--- src/rtl/apb_pkg.sv ---
// Shared APB definitions: bus widths and the completer FSM state encoding.
// Pure declarations, no logic, no latency, no backpressure.
package apb_pkg;

   localparam int APB_DATA_W = 32;
   localparam int APB_STRB_W = 4;

   typedef enum logic [1:0] {
      IDLE   = 2'd0,
      SETUP  = 2'd1,
      ACCESS = 2'd2
   } apb_state_t;

endpackage

--- src/rtl/apb_strb_merge.sv ---
// Byte-lane merge: each lane takes the write data when its strobe is set, else keeps the old word.
// Purely combinational (zero latency), no flow control.
module apb_strb_merge
   import apb_pkg::*;
(
   input  logic [APB_DATA_W-1:0] old_word,
   input  logic [APB_DATA_W-1:0] wdata,
   input  logic [APB_STRB_W-1:0] strb,
   output logic [APB_DATA_W-1:0] new_word
);

   always_comb begin
      new_word = old_word;
      for (int i = 0; i < APB_STRB_W; i++) begin
         if (strb[i]) begin
            new_word[8*i +: 8] = wdata[8*i +: 8];
         end
      end
   end

endmodule

--- src/rtl/apb_strb_completer.sv ---
// APB completer over NREGS 32-bit registers with byte strobes; PREADY in ACCESS cycle WAIT_CYCLES+1, PSEL drop aborts.
// Define APB_COMPLETER_PROT_EN to add PPROT and reject unprivileged writes to register 0.
module apb_strb_completer
   import apb_pkg::*;
#(
   parameter int ADDR_W      = 8,
   parameter int NREGS       = 16,
   parameter int WAIT_CYCLES = 1
)
(
   input  logic                  PCLK,
   input  logic                  PRESETn,
   input  logic                  PSEL,
   input  logic                  PENABLE,
   input  logic                  PWRITE,
   input  logic [ADDR_W-1:0]     PADDR,
   input  logic [APB_DATA_W-1:0] PWDATA,
   input  logic [APB_STRB_W-1:0] PSTRB,
`ifdef APB_COMPLETER_PROT_EN
   input  logic [2:0]            PPROT,
`endif
   output logic [APB_DATA_W-1:0] PRDATA,
   output logic                  PREADY,
   output logic                  PSLVERR
);

   localparam int                RIDX_W  = (NREGS > 1) ? $clog2(NREGS) : 1;
   localparam logic [ADDR_W-2:0] NREGS_L = (ADDR_W-1)'(NREGS);
   localparam logic [3:0]        WAIT_L  = 4'(WAIT_CYCLES);

   apb_state_t state;
   apb_state_t state_nxt;
   logic [3:0] wait_cnt;

   logic                  write_q;
   logic [ADDR_W-1:0]     addr_q;
   logic [APB_DATA_W-1:0] wdata_q;
   logic [APB_STRB_W-1:0] strb_q;
`ifdef APB_COMPLETER_PROT_EN
   logic                  priv_q;
`endif

   logic [APB_DATA_W-1:0] regs [NREGS];

   logic [ADDR_W-3:0]     idx;
   logic [RIDX_W-1:0]     ridx;
   logic                  addr_err;
   logic                  strb_err;
   logic                  prot_err;
   logic                  err;
   logic                  done;
   logic                  wr_en;
   logic [APB_DATA_W-1:0] cur_word;
   logic [APB_DATA_W-1:0] merged;

   assign idx      = addr_q[ADDR_W-1:2];
   assign ridx     = idx[RIDX_W-1:0];
   assign cur_word = regs[ridx];
   assign addr_err = ({1'b0, idx} >= NREGS_L) || (addr_q[1:0] != 2'b00);
   assign strb_err = !write_q && (strb_q != '0);
`ifdef APB_COMPLETER_PROT_EN
   assign prot_err = write_q && (idx == '0) && !priv_q;
`else
   assign prot_err = 1'b0;
`endif
   assign err      = addr_err || strb_err || prot_err;

   // Outputs decode straight from registered state so reset clears them without waiting for a clock.
   assign done    = (state == ACCESS) && (wait_cnt == WAIT_L);
   assign PREADY  = done;
   assign PSLVERR = done && err;
   assign PRDATA  = (done && !write_q && !err) ? cur_word : '0;
   assign wr_en   = done && write_q && !err;

   always_comb begin
      state_nxt = state;
      case (state)
         IDLE:    if (PSEL && !PENABLE) state_nxt = SETUP;
         SETUP:   state_nxt = ACCESS;
         ACCESS:  if (done || !PSEL) state_nxt = IDLE;
         default: state_nxt = IDLE;
      endcase
   end

   always_ff @(posedge PCLK or negedge PRESETn) begin
      if (!PRESETn) begin
         state    <= IDLE;
         wait_cnt <= '0;
         write_q  <= 1'b0;
         addr_q   <= '0;
         wdata_q  <= '0;
         strb_q   <= '0;
`ifdef APB_COMPLETER_PROT_EN
         priv_q   <= 1'b0;
`endif
      end else begin
         state <= state_nxt;
         if (state == IDLE && PSEL && !PENABLE) begin
            write_q <= PWRITE;
            addr_q  <= PADDR;
            wdata_q <= PWDATA;
            strb_q  <= PSTRB;
`ifdef APB_COMPLETER_PROT_EN
            priv_q  <= PPROT[0];
`endif
         end
         if (state == SETUP) begin
            wait_cnt <= '0;
         end else if (state == ACCESS && !done) begin
            wait_cnt <= wait_cnt + 4'd1;
         end
      end
   end

   always_ff @(posedge PCLK or negedge PRESETn) begin
      if (!PRESETn) begin
         for (int i = 0; i < NREGS; i++) begin
            regs[i] <= '0;
         end
      end else if (wr_en) begin
         regs[ridx] <= merged;
      end
   end

   apb_strb_merge u_merge (
      .old_word (cur_word),
      .wdata    (wdata_q),
      .strb     (strb_q),
      .new_word (merged)
   );

endmodule

--- config.mk ---
export PLATFORM = sky130hd
export DESIGN_NAME = apb_strb_completer
export DESIGN_NICKNAME = d
export VERILOG_FILES = /design/src/rtl/apb_pkg.sv /design/src/rtl/apb_strb_merge.sv /design/src/rtl/apb_strb_completer.sv
export SDC_FILE = /design/constraint.sdc
export NUM_CORES = 1
export LEC_CHECK = 0
export BUFFER_PORTS_ARGS = -buffer_cell sky130_fd_sc_hd__buf_2
export CAP_MARGIN = 20
export CORE_MARGIN = 5
export CORE_UTILIZATION = 62
export DETAILED_ROUTE_END_ITERATION = 12
export GPL_TIMING_DRIVEN = 0
export PLACE_DENSITY = 0.88
export SETUP_SLACK_MARGIN = 0.05
export SLEW_MARGIN = 20
export SYNTH_ARGS = -nofsm -noshare
export SYNTH_HDL_FRONTEND = slang
export SYNTH_HIERARCHICAL = 1
export SYNTH_SLANG_ARGS = --single-unit
--- constraint.sdc ---
create_clock -name PCLK -period 4.1 [get_ports PCLK]
set_clock_uncertainty 0.2 [all_clocks]
set_input_delay 0.615 -clock PCLK [delete_from_list [all_inputs] [get_ports PCLK]]
set_output_delay 0.615 -clock PCLK [all_outputs]
set_load 0.005 [all_outputs]
### Yosys cells after proc, flatten, opt, wreduce, memory -nomap -nowiden

Cells that the tools add are included.

| operators by class | value |
|---|---|
| $add $sub $neg | 1 |
| multipliers | 0 |
| divide/modulo/power cells | 0 |
| order comparisons | 3 |
| equality and inequality tests | 5 |
| shifts and indexed selects | 0 |
| multiplexer cells | 16 |
| bitwise gates (word level) | 1 |
| reductions and logical operators | 25 |

Operators by type and width:

| cell | number |
|---|---|
| 512-bit bitwise mux | 1 |
| 32-bit binary-select mux with 4-bit select | 1 |
| 32-bit demux with 4-bit select | 1 |
| 32-bit 2-to-1 mux | 4 |
| 8-bit 2-to-1 mux | 4 |
| 1-bit logical AND | 12 |
| 4-bit 2-to-1 mux | 2 |
| 6-bit by 5-bit >= comparator with 1-bit output, second input constant | 1 |
| 2-bit one-hot mux with 3 select lines | 1 |
| 5-bit >= comparator, second input constant | 1 |
| 1-bit zero test | 5 |
| 5-bit by 1-bit less-than comparator with 1-bit output, second input constant | 1 |
| 4-bit inverter with 5-bit output | 1 |
| 4-bit by 1-bit adder with 4-bit output, second input constant | 1 |
| 4-bit by 1-bit == test with 1-bit output, second input constant | 1 |
| 2-bit 2-to-1 mux | 2 |
| 2-bit nonzero test | 2 |
| 4-bit nonzero test | 1 |
| 1-bit logical OR | 3 |
| 2-bit by 1-bit == test with 1-bit output, second input constant | 1 |
| 2-bit == test, second input constant | 1 |
| 2-bit zero test | 1 |
| 2-bit by 1-bit inequality test with 1-bit output, second input constant | 1 |
| 2-bit inequality test, second input constant | 1 |
| 2-bit AND reduction | 1 |

| storage, ports and cells | value |
|---|---|
| register bits after elaboration | 563 |
| bits in latches | 0 |
| memory bits (writable) | 0 |
| ROM bits | 0 |
| bits of input ports | 49 |
| output and inout bits | 34 |
| memories | 0 |

### Longest topological paths before layout

| logic depth | value |
|---|---|
| depth after elaboration | 6 |
| depth in mapped cells | 9 |

### Cells and area by module

Netlist, hierarchy kept.

By module, submodules not included:

| module | instances | cells an instance | area an instance (um2) | seq. area each (um2) |
|---|---|---|---|---|
| apb_strb_completer | 1 | 1578 | 25914.9 | 14088.5 |
| apb_strb_merge | 1 | 36 | 525.5 | 0.0 |

### Least setup slack after synthesis

Ideal clock, no wire load.

| path | value |
|---|---|
| kind | register to register |
| start | reg addr_q[2] |
| end | reg regs[219] in the netlist's numbering |
| setup time | 0.128 ns |
| data arrival time | 2.655 ns |
| required time | 3.772 ns |
| slack | 1.117 ns |
| stages on the path, launching flop included | 10 |
| clock period less this slack | 2.983 ns |
| cells stage by stage | dfrtp_1 > buf_2 > buf_2 > buf_2 > mux4_2 > mux2i_1 > mux2i_1 > mux2_4 > clkbuf_1 > mux2_1 |

| between the ends | value |
|---|---|
| longest elaborated chain between the ends | 6 |

RTL lines:

| element | RTL line | text |
|---|---|---|
| from (decl) | apb_strb_completer.sv:36 | `logic [ADDR_W-1:0] addr_q;` |
| from (signal assigned) | apb_strb_completer.sv:90 | `addr_q <= '0;` |
| from (signal assigned) | apb_strb_completer.sv:100 | `addr_q <= PADDR;` |
| 4-bit inverter with 5-bit output (not written as such) | apb_strb_completer.sv:58 | `assign cur_word = regs[ridx];` |
| 32-bit binary-select mux with 4-bit select | apb_strb_completer.sv:58 |  |
| 32-bit 2-to-1 mux (not written as such) (2 in a row) | apb_strb_completer.sv:58 |  |
| named net cur_word[27] | apb_strb_completer.sv:53 | `logic [APB_DATA_W-1:0] cur_word;` |
| 8-bit 2-to-1 mux | apb_strb_merge.sv:15 | `if (strb[i]) begin` |
| named net merged[27] | apb_strb_completer.sv:54 | `logic [APB_DATA_W-1:0] merged;` |
| 512-bit bitwise mux | apb_strb_completer.sv:121 | `regs[ridx] <= merged;` |
| to (signal, indexed assignment) | apb_strb_completer.sv:121 |  |
| to (decl) | apb_strb_completer.sv:43 | `logic [APB_DATA_W-1:0] regs [NREGS];` |

The timed path passes the listed nets, and every way through them passes these cells. The select of a mux whose other input is x is not followed.
A chain may end at the register's enable or synchronous reset.

### Worst setup path after layout

| path | value |
|---|---|
| start | reg wait_cnt[1] |
| end | out PRDATA[7] |

| between the ends | value |
|---|---|
| longest elaborated chain between the ends | 5 |

RTL lines:

| element | RTL line | text |
|---|---|---|
| from (decl) | apb_strb_completer.sv:33 | `logic [3:0] wait_cnt;` |
| from (signal assigned) | apb_strb_completer.sv:110 | `wait_cnt <= wait_cnt + 4'd1;` |
| 4-bit by 1-bit == test with 1-bit output | apb_strb_completer.sv:69 | `assign done = (state == ACCESS) && (wait_cnt == WAIT_L);` |
| 1-bit logical AND | apb_strb_completer.sv:69 |  |
| 1-bit logical AND (2 in a row) | apb_strb_completer.sv:72 | `assign PRDATA = (done && !write_q && !err) ? cur_word : '0;` |
| 32-bit 2-to-1 mux | apb_strb_completer.sv:72 |  |
| to (decl) | apb_strb_completer.sv:22 | `output logic [APB_DATA_W-1:0] PRDATA,` |

Every way passes these cells.

==> metrics.csv <==
metric;value;unit
status;completed;
n_diodes;0;
top cells by area, synth;dfrtp_1 53%, mux2_2 19%, mux4_2 11%;
Clock Path Buffers;3;
most used cell, CP;buf_2;
top-area cell type share of the netlist area;0.533;
final net count;1813;
Fill cells;2554;
Worst setup EP type;primary output;
Mapped Cells;1614;
P_leak;14.7;nW
Comb pwr share;0.204;
Mapped Nets;1665;
multi-input logic area;11700;um2
worst relative slew slack;0.230;
Max-Cap Viols;0;
Tmin final;3.94;ns
port bufs;82;
Synth Register Bits;563;
Worst Setup Slack, final;0.160;ns
Power Dens Cells;468;nW/um2
DIE WIDTH;217;um
total CTS buffers;57;
global placement routability congestion;0.860;
Post-Place Setup Slack;0.0779;ns
Crit Path Class;flip-flop to primary output;
critical path arrival;3.13;ns
I/O pin count;83;
count of cell types in the netlist;37;
critical path cell sequence;inv_1, ha_1, nor4b_4, nand4_1, or3_1, clkbuf_1, buf_2, o22ai_2, buf_2;
drt total wl;67000;um
sequential standard cell area;14100;um2
fin area;29700;um2
max-slew violation count;0;
clock-pin slew on the worst setup and hold paths;0.06;ns
switching power;4.08;mW
Reg power frac;0.429;
Starting Density;0.629;
Slowest cell on crit path;dfrtp_1;
synthesized area;26400;um2
GRT overflow;0;
antenna violations before repair;0;
Top FF cell, synth;dfrtp_1;
first-pass GRT wire length;105000;um
Worst-Skew Late Latency;0.61;ns
switching share of power;0.294;
vias in the first global route;17500;
total global-route track usage;0.293;
Top delay family on crit path;simple AND/OR/NAND/NOR gates;
Post-route DRC;0;
Critical Path RT;3.28;ns
fmax;0.254;GHz
TritonRoute pass-1 iters;5;
Initial DRC Count;1391;
final setup violation count;0;
Reg-to-Reg Start;addr_q[2];
Synth async-reset ratio;1.00;
wire per inst;28.6;um
Internal;9.81;mW
RSZ-0062 raised after global routing;no;
Hold WC Path Type;input port to flip-flop;
number of synthesized flops with an enable pin;0;
number of nets still failing antenna checks after routing;0;
Vias/cell;6.65;
Buf/Inv on CP;4;
clock sinks;563;
total number of vias;15600;
synthesis-to-layout area growth;12.2;%
Syn Area/Cell;16.4;um2
detailed placer's ending HPWL;42000;um
Ys Warns;6;
share of post-route cells with drive strength above 1;0.549;
CTS tree;built;
crit start category;flip-flop;
Peak VDD IR;0.354;mV
largest net degree at the start of global routing;108;
Fin Hold WS;0.0413;ns
area leader, netlist;dfrtp_1;
Critical path origin;wait_cnt[1];
die footprint;46900;um2
Post-synth top cells;563 x dfrtp_1, 441 x mux2_2, 128 x mux4_2, 122 x mux2_4, 96 x mux2i_1;
clock group share of total power;0.367;
Core Area;42000;um2
Clock Tree Root;clkbuf_16;
CP Max Fanout;10;
final critical-path share of the clock period;0.961;
worst hold start;PWDATA[17];
final hold vios;0;
DP Area;27700;um2
die height;217;um
Rows;75;
Worst-Margin Slew;1.16;ns
most common cell in the netlist;dfrtp_1;
H-tree lvl count;2;
CP peak stage delay;0.44;ns
register area share after synthesis;0.533;
-- routing by layer --
metal | part of all wire | up-vias | GRT usage | wire (um)
met4 | 0.034 | 0 | 0.111 | 2260
li1 | - | 6309 | - | -
met5 | 0 | - | 0 | 0
met1 | 0.39 | 8372 | 0.388 | 26200
met2 | 0.49 | 702 | 0.471 | 32700
met3 | 0.088 | 167 | 0.0788 | 5870
-- layout by cell type (no fill, tap or decap), types with 3 or more instances in the layout --
cell type	instances
mux4_2	128
nor4_2	3
nand2b_1	4
o22ai_2	4
buf_6	14
buf_1	3
clkbuf_4	3
clkinv_2	10
clkbuf_2	18
buf_4	17
nand4_1	4
mux2_2	441
clkbuf_8	19
mux2_1	26
nor3_2	9
nor2_1	3
mux2i_1	95
o21ai_0	3
nand2_1	7
dfrtp_1	563
mux2_4	122
buf_16	6
clkbuf_1	54
o22ai_1	29
clkbuf_16	57
buf_2	124
-- sequential cells by signal (all words and copies together) (netlist names) --
| name | count |
|---|---|
| regs | 512 |
| wdata_q | 32 |
| addr_q | 8 |
| strb_q | 4 |
| wait_cnt | 4 |
| state | 2 |
| write_q | 1 |
-- final cells by class --
type,count,share of cell area
sequential,563,0.475
multi-input combinational,904,0.393
clock buffer,84,0.0569
buffer,143,0.0276
tap,539,0.0227
timing repair buffer,91,0.0208
clock inverter,13,0.00401
inverter,2,0.000253
-- worst paths after layout --
path / depth (start not counted) / slack (ns) / end
max in group asynchronous: 4 / 2.03 / regs[276]
worst min register to register: 1 / 0.29 / regs[209]
worst min-delay path: 2 / 0.04 / wdata_q[17]
worst max register to register: 9 / 0.45 / regs[220]
min in group asynchronous: 2 / 0.35 / regs[188]
worst max-delay path: 9 / 0.16 / PRDATA[7]
-- logic make-up after synthesis --
family,count (synthesis),synth area share
buffers and inverters,147,0.0280
and+or+nand+nor,47,0.0143
AOI/OAI and AO/OA,42,0.0104
DFF,563,0.533
muxes,813,0.414
adders and majority gates,2,0.000946
-- worst reg2reg max path, cell delays in order, from the launching register on --
cell and delay, ns:
dfrtp_1 0.33, buf_2 0.27, clkbuf_2 0.34, buf_4 0.34, mux4_2 0.57, mux2i_1 0.30, mux2i_1 0.16, mux2_4 0.37
clkbuf_1 0.28, mux2_1 0.37
-- stage by stage --
step | util | cells | total power, mW | TNS [ns]
floorplan | - | 1614 | 7.83 | 0
global placement | 0.655 | 2235 | 8.70 | -4825.63
detailed placement | 0.659 | 2241 | 8.81 | 0
CTS | 0.705 | 2339 | 13.9 | 0
global route | 0.706 | 2339 | 14.4 | 0
finish | 0.706 | 2339 | 13.9 | 0
-- power groups by stage --
| stage | clock network [mW] | logic [mW] | registers (mW) |
|---|---|---|---|
| 3_3_place_gp | 0 | 2.66 | 6.03 |
| 3_5_place_dp | 0 | 2.77 | 6.04 |
| 5_1_grt | 5.39 | 3.00 | 5.98 |
| 6_report | 5.10 | 2.84 | 5.96 |
| 2_1_floorplan | 0 | 1.86 | 5.97 |
| 4_1_cts | 5.14 | 2.81 | 5.95 |
-- what timing repair did --
action,in CTS,in global routing
endpoints found under the hold margin,57,0
gates cloned,0,0
endpoints found under the setup margin,32,26
hold buffers,1,0
gates resized for setup,46,16
setup buffers,1,0
pin swaps,2,1
Note: power is estimated with default switching activity, not from simulation.
